## src/rtl/risc_boot_loader.sv

```systemverilog
// Framed byte-stream loader for the risc_cpu 32x8 memory: SYNC, LEN, data, CSUM.
// Holds the CPU in reset until a checksum-verified image is resident.
module risc_boot_loader #(
  parameter int                    ADDR_WIDTH = 5,
  parameter int                    DATA_WIDTH = 8,
  parameter int                    TIMEOUT    = 1024,
  parameter logic [DATA_WIDTH-1:0] SYNC       = 8'hA5
) (
  input  logic                  clk,
  input  logic                  rst,
  input  logic                  rx_valid,
  input  logic [DATA_WIDTH-1:0] rx_data,
  output logic                  rx_ready,
  output logic                  mem_wr,
  output logic [ADDR_WIDTH-1:0] mem_addr,
  output logic [DATA_WIDTH-1:0] mem_data,
  output logic                  cpu_rst,
  output logic                  load_done,
  output logic                  err
);

  localparam int LW     = ADDR_WIDTH + 1;
  localparam int MAXLEN = 2**ADDR_WIDTH;
  localparam int TW     = $clog2(TIMEOUT) + 1;

  typedef enum logic [2:0] {
    S_IDLE, S_LEN, S_DATA, S_CSUM, S_DONE, S_ERR
  } state_t;

  state_t                r_state;
  state_t                w_state_nxt;
  logic [LW-1:0]         r_len;
  logic [LW-1:0]         r_cnt;
  logic [DATA_WIDTH-1:0] r_sum;
  logic [TW-1:0]         r_to;
  logic                  r_mem_wr;
  logic [ADDR_WIDTH-1:0] r_mem_addr;
  logic [DATA_WIDTH-1:0] r_mem_data;
  logic                  r_cpu_rst;
  logic                  r_load_done;
  logic                  r_err;

  logic                  w_acc;
  logic                  w_active;
  logic                  w_len_bad;
  logic                  w_timeout;
  logic [LW-1:0]         w_cnt_inc;
  logic [TW-1:0]         w_to_inc;
  logic                  w_wr_nxt;
  logic                  w_cpu_rst_nxt;
  logic                  w_done_nxt;
  logic                  w_err_nxt;

  // The loader never back-pressures, so every valid byte is a transfer.
  assign w_acc     = rx_valid;
  assign w_active  = (r_state == S_LEN) || (r_state == S_DATA) || (r_state == S_CSUM);
  assign w_len_bad = (rx_data == '0) ||
                     ({1'b0, rx_data} > (DATA_WIDTH+1)'(MAXLEN));
  assign w_cnt_inc = r_cnt + 1'b1;
  assign w_to_inc  = r_to + 1'b1;
  assign w_timeout = w_active && !w_acc && (w_to_inc == TW'(TIMEOUT - 1));

  // State register
  always_ff @(posedge clk or posedge rst) begin
    if (rst) r_state <= S_IDLE;
    else     r_state <= w_state_nxt;
  end

  // Next-state logic
  always_comb begin
    w_state_nxt = r_state;
    case (r_state)
      S_IDLE, S_DONE, S_ERR:
        if (w_acc && rx_data == SYNC) w_state_nxt = S_LEN;
      S_LEN:
        if (w_acc) w_state_nxt = w_len_bad ? S_ERR : S_DATA;
      S_DATA:
        if (w_acc && w_cnt_inc == r_len) w_state_nxt = S_CSUM;
      S_CSUM:
        if (w_acc) w_state_nxt = (rx_data == r_sum) ? S_DONE : S_ERR;
      default:
        w_state_nxt = S_IDLE;
    endcase
    if (w_timeout) w_state_nxt = S_ERR;
  end

  // Output logic, decoded from the next state so the registered flags track it
  always_comb begin
    w_wr_nxt      = (r_state == S_DATA) && w_acc;
    w_cpu_rst_nxt = (w_state_nxt != S_DONE);
    w_done_nxt    = (w_state_nxt == S_DONE);
    w_err_nxt     = (w_state_nxt == S_ERR);
  end

  always_ff @(posedge clk or posedge rst) begin
    if (rst) begin
      r_mem_wr    <= 1'b0;
      r_mem_addr  <= '0;
      r_mem_data  <= '0;
      r_cpu_rst   <= 1'b1;
      r_load_done <= 1'b0;
      r_err       <= 1'b0;
      r_len       <= '0;
      r_cnt       <= '0;
      r_sum       <= '0;
      r_to        <= '0;
    end else begin
      r_mem_wr    <= w_wr_nxt;
      r_cpu_rst   <= w_cpu_rst_nxt;
      r_load_done <= w_done_nxt;
      r_err       <= w_err_nxt;
      if (w_wr_nxt) begin
        r_mem_addr <= r_cnt[ADDR_WIDTH-1:0];
        r_mem_data <= rx_data;
        r_cnt      <= w_cnt_inc;
        r_sum      <= r_sum + rx_data;
      end
      if (r_state == S_LEN && w_acc && !w_len_bad) begin
        r_len <= LW'(rx_data);
        r_cnt <= '0;
        r_sum <= '0;
      end
      // Idle counter runs only while a frame is in flight
      if (!w_active || w_acc || w_timeout) r_to <= '0;
      else                                 r_to <= w_to_inc;
    end
  end

  assign rx_ready  = 1'b1;
  assign mem_wr    = r_mem_wr;
  assign mem_addr  = r_mem_addr;
  assign mem_data  = r_mem_data;
  assign cpu_rst   = r_cpu_rst;
  assign load_done = r_load_done;
  assign err       = r_err;

endmodule

```

## config.mk

```make
export PLATFORM = sky130hd
export DESIGN_NAME = risc_boot_loader
export DESIGN_NICKNAME = d
export VERILOG_FILES = /design/src/rtl/risc_boot_loader.sv
export SDC_FILE = /design/constraint.sdc
export NUM_CORES = 1
export LEC_CHECK = 0
export BUFFER_PORTS_ARGS = -buffer_cell sky130_fd_sc_hd__clkbuf_2
export CORE_MARGIN = 3
export CORE_UTILIZATION = 61
export CTS_BUF_LIST = sky130_fd_sc_hd__clkbuf_4
export DETAILED_ROUTE_END_ITERATION = 12
export GPL_TIMING_DRIVEN = 0
export PLACE_DENSITY_LB_ADDON = 0.15
export SLEW_MARGIN = 20
export SYNTH_ARGS = -nofsm -noshare
export SYNTH_HDL_FRONTEND = slang
export SYNTH_SLANG_ARGS = --single-unit
```

## constraint.sdc

```tcl
create_clock -name clk -period 6.5 [get_ports clk]
set_input_delay 0.975 -clock clk [delete_from_list [all_inputs] [get_ports clk]]
set_output_delay 0.975 -clock clk [all_outputs]
set_load 0.005 [all_outputs]
```

# Word level (Yosys, flattened, before mapping)
# Index checks and enable logic that the tools add are counted.
dict set report word_totals {
  out_inout_bits 18
  ff_bits 51
  elab_cells 59
  inputBits 11
}
dict set report classes {
  order_cmp 1
  n_reduce_logical 19
  n_addsub 3
  eq_ne 12
  n_mux 13
}
# operator count
set op_table {}
lappend op_table {{3-bit two-way mux} 6}
lappend op_table {{8-bit two-way mux} 2}
lappend op_table {{3-bit equality test (second input constant)} 4}
lappend op_table {{6-bit two-way mux} 2}
lappend op_table {{3-bit case mux with 4 select lines} 1}
lappend op_table {{11-bit by 1-bit adder with 11-bit output (second input constant)} 1}
lappend op_table {{11-bit by 10-bit equality test with 1-bit output (second input constant)} 1}
lappend op_table {{11-bit two-way mux} 1}
lappend op_table {{8-bit adder} 1}
lappend op_table {{8-bit equality test} 1}
lappend op_table {{8-bit equality test (second input constant)} 1}
lappend op_table {{8-bit by 6-bit greater-than comparator with 1-bit output (second input constant)} 1}
lappend op_table {{8-bit zero test} 1}
lappend op_table {{1-bit logical AND} 7}
lappend op_table {{6-bit by 1-bit adder with 6-bit output (second input constant)} 1}
lappend op_table {{3-bit by 2-bit equality test with 1-bit output (second input constant)} 2}
lappend op_table {{6-bit equality test} 1}
lappend op_table {{1-bit logical OR} 5}
lappend op_table {{3-bit by 1-bit equality test with 1-bit output (second input constant)} 1}
lappend op_table {{1-bit zero test} 3}
lappend op_table {{3-bit zero test} 1}
lappend op_table {{3-bit inequality test (second input constant)} 1}
lappend op_table {{3-bit OR reduction} 1}
lappend op_table {{2-bit nonzero test} 1}
lappend op_table {{1-bit two-way mux} 1}

# Longest topological paths before layout
dict set report logic_depth {
  ltp_word 7
  mapped_depth 9
  depth_no_buf 9
}

# Least setup slack after synthesis
# OpenSTA, ideal clock, no wires.
dict set report synth_timing {
  kind {input-to-reg}
  startpoint {in rx_data[0]}
  endpoint {reg r_sum[6]}
  slack_ns 3.895
  path_buffers 0
  required_time_ns 6.378
  arrival_ns 2.483
  stages 9
  setup_ns 0.122
  path_cell_list {ha_1 -> inv_1 -> fa_1 -> nor2b_1 -> o21a_1 -> o21a_1 -> o21a_1 -> or3_1 -> a32o_1}
}
dict set report synth_between {
  elab_chain_len 5
  word_cells_on_any_way 9
  classes_between {1 x add/sub; 1 x order compare; 2 x mux; 5 x reduce/logical}
}
# item line_no
set synth_rtl {}
lappend synth_rtl {{start: declaration} 12} ;# input logic [DATA_WIDTH-1:0] rx_data,
lappend synth_rtl {{8-bit by 6-bit greater-than comparator with 1-bit output / 8-bit zero test (equally long branches)} {58, 57}}
lappend synth_rtl {{1-bit logical OR} 57} ;# assign w_len_bad = (rx_data == '0) ||
lappend synth_rtl {{1-bit zero test} 118} ;# if (r_state == S_LEN && w_acc && !w_len_bad) begin
lappend synth_rtl {{1-bit logical AND} 118}
lappend synth_rtl {{8-bit two-way mux / 2-bit nonzero test (equally long branches)} -}
lappend synth_rtl {{end signal: assignment} 116} ;# r_sum <= r_sum + rx_data;
lappend synth_rtl {{end: declaration} 34} ;# logic [DATA_WIDTH-1:0] r_sum;
# Parallel ways exist; a longest one is shown, timed or not. The select of a mux whose other input is x is not followed.
# A chain may end at the register's enable or synchronous reset.

# Worst setup path in the final report
# Same ends and word-level chain as after synthesis.

==> flow_summary.yaml <==
outcome:
  outcome: "complete, no violations"
clock_tree:
  clock_latency_ns: 0.37
  numCtsBuffers: 5
  cts.sinks: 51
  clkTransAtPathRegs_ns: 0.14
  cts_tree: "done"
  cts_buffer_depth: 2
  cts-root-buf: "clkbuf_4"
  ctsHoldBuffers: 0
  post_cts_buffers: 0
  cts-resized-gates: 0
  htree_levels: 2
critical_path:
  r2r-start: "r_to[1]"
  required_ns: 6.76
  setup.worst_path.start_class: "input port"
  path_common_cell: "o21a_1"
  critical_path_class: "in -> reg"
  r2r_slack_ns: 4.11
  cp_top_family: "compound AO/OA/AOI/OAI gates"
  slowest_stage: "or3_1"
  cp_cell_sequence: "clkbuf_2, ha_1, inv_1, fa_1, nor2b_1, o21a_1, o21a_1, o21a_1, or3_1, a32o_1"
  timing.rr.end: "r_to[6]"
  end_kind: "flip-flop"
  cp_max_fo: 6
  r2r_cells: 9
  path_buf_inv: 2
  max_stage_delay_ns: 0.30
  cp.arrival_ns: 2.81
worst_hold_path:
  hold_end: "mem_data[6]"
  hold_path_depth: 2
  hp-class: "reg -> reg"
  min_from: "mem_data[6]"
logic_synthesis:
  synth-warning-count: 0
  synth_edf_count: 0
  ys_ff_latch: 51
  syn_nets: 322
  yosysSeqAreaShare_pct: 45.1
  yosys.area.top_type: "dfrtp_1"
  synth-simple-area-share_pct: 24.5
  synth_compound_area_share_pct: 12.1
  synth_ff_type: "dfrtp_1"
  synthMuxAreaShare_pct: 1.99
  ys_types: 59
  syn_area_um2: 2840
  synth_xor_area_share_pct: 7.11
  netlist_top_cells_count: "57 x nand2_1, 50 x dfrtp_1, 21 x nor2_1"
  synth_fa_ha_area_share_pct: 5.12
  yosysMostFrequentCell: "nand2_1"
  syn_avg_cell_area_um2: 9.45
  async_reset_ff_share_pct: 100
  synth.top_cell.area_share_pct: 44.1
  synth_top_family_by_area: "simple AND/OR/NAND/NOR gates"
  synthTopCellsByArea: "dfrtp_1 44%, nand2_1 7.5%, ha_1 4.4%"
  synth_cells: 300
placement:
  place.gp.congestion: 0.863
  dpl_cell_area_um2: 3060
  io_buffers: 27
  dp_cells: 380
  hpwl_um: 4280
floorplan:
  core-area_um2: 4410
  die_area_um2: 5500
  die_w_um: 74.2
  io_pins: 29
  fp.dieH_um: 74.2
  num_rows: 24
  initial_core_util_pct: 64.2
timing:
  timing.final.crit_share_pct: 39.2
  period_needed_ns: 2.55
  finalSetupTns_ns: 0
  slew_violations: 0
  finalSetupViolCount: 0
  hold_violations: 0
  max_freq_mhz: 392
  rsz0062_at_grt: "no"
  worst_slew_pin_slew_ns: 0.514
  relSlewSlack_pct: 65.8
  finalClockSkew_ns: 0.0181
power:
  leakagePower_nw: 1.50
  power_density_nw_per_um2: 259
  ir_drop_mv: 0.140
  power_w: 0.000810
global_routing:
  grt_pass1_vias: 1978
  grt_pass1_wl_um: 9570
  antenna_found_initial: 0
  grtUsageTotal_pct: 22.6
  globalRouteOverflowTotal: 0
  grt_max_degree: 35
final_layout:
  stdcell_count: 388
  syn2layout_area_growth_pct: 10.5
  diodes: 0
  seq_area_um2: 1280
  multi_input_area_um2: 1450
  fin_nets: 357
  final_cell_area_um2: 3130
  drive_gt1_share_pct: 17.6
  fill_cells: 344
detailed_routing:
  final_antenna_net_count: 0
  drtPass1Iterations: 4
  initialDrtViolationCount: 157
  wirelength_um: 5800
  vias: 2238
  drcViolationCount: 0
  drt-wirelength-per-cell_um: 14.9
  via_per_inst: 5.77
flow_run:
  cap_violations: 0
-- cell families after synthesis --
logic type	after synthesis
muxes	5
other	1
AOI/OAI and AO/OA	48
and+or+nand+nor	137
xor gates and xnor gates	23
DFF	51
buffers and inverters	24
adders and majority gates	11
-- routing by layer --
layer | part of all wire (%) | GRT usage (%) | vias up
li1 | - | - | 1105
met1 | 46 | 32.3 | 1056
met2 | 46 | 36.2 | 72
met3 | 6.9 | 4.05 | 5
met4 | 0.88 | 4.63 | 0
met5 | 0 | 0 | -
-- where the power goes --
part / switching (W) / leakage [nW] / internal (W)
Clock: 0.0000992 / 0.0426 / 0.0000793
Sequential: 0.0000414 / 0.701 / 0.000378
Combinational: 0.000112 / 0.755 / 0.000100
-- worst max-delay path by stage --
stage	depth (start not counted)	endpoint	slack [ns]	startpoint
6_report	10	r_sum[6]	3.95	rx_data[0]
4_1_cts	10	r_sum[6]	3.96	rx_data[0]
3_5_place_dp	10	r_sum[6]	3.57	rx_data[0]
5_1_grt	10	r_sum[6]	3.86	rx_data[0]
3_3_place_gp	8	r_sum[6]	3.60	rx_data[2]
2_1_floorplan	9	r_sum[6]	3.90	rx_data[0]
-- cell type report --
| cell class | instances | share of cell area (%) |
|---|---|---|
| buffer | 12 | 2.16 |
| timing repair buffer | 28 | 4.95 |
| clock inverter | 3 | 1.24 |
| multi-input combinational | 225 | 46.1 |
| clock buffer | 5 | 1.20 |
| inverter | 12 | 1.44 |
| tap | 52 | 2.08 |
| sequential | 51 | 40.8 |
-- per-stage QoR --
step	setup slack [ns]	hold slack [ns]	util (%)
final	3.95	0.489	70.9
after floorplan	3.90	0.469	-
after global routing	3.86	0.522	70.9
after global placement	3.60	0.459	68.8
after CTS	3.96	0.497	70.9
after detailed placement	3.57	0.463	69.2
-- sequential cells by signal (all words and copies together), names as in the netlist --
signal	flops
r_to	11
mem_data	8
r_sum	8
r_cnt	6
r_len	6
mem_addr	5
r_state	3
cpu_rst	1
err	1
load_done	1
mem_wr	1
-- cell usage in the layout, fill, tap and decap left out, drive strengths merged, types with 5 or more instances in the layout --
cell and n:
xnor2 12, nor2b 5, a21oi 5, ha 10, clkbuf 36, nand2 57, and2 5, nor2 21
dfrtp 50, nor3 5, nand3 19, inv 12, o21ai 18, buf 9, xor2 11, mux2 5
-- worst register-to-register path: cells and delay by family (launching register included) --
kind	cells	cell delay, ns
AND/OR/NAND/NOR	3	0.51
flip-flops	1	0.55
AO/OA/AOI/OAI	3	0.70
adder cells (fa/ha/maj)	1	0.21
buffers and inverters	2	0.33
Note: power is estimated with default switching activity, not from simulation.
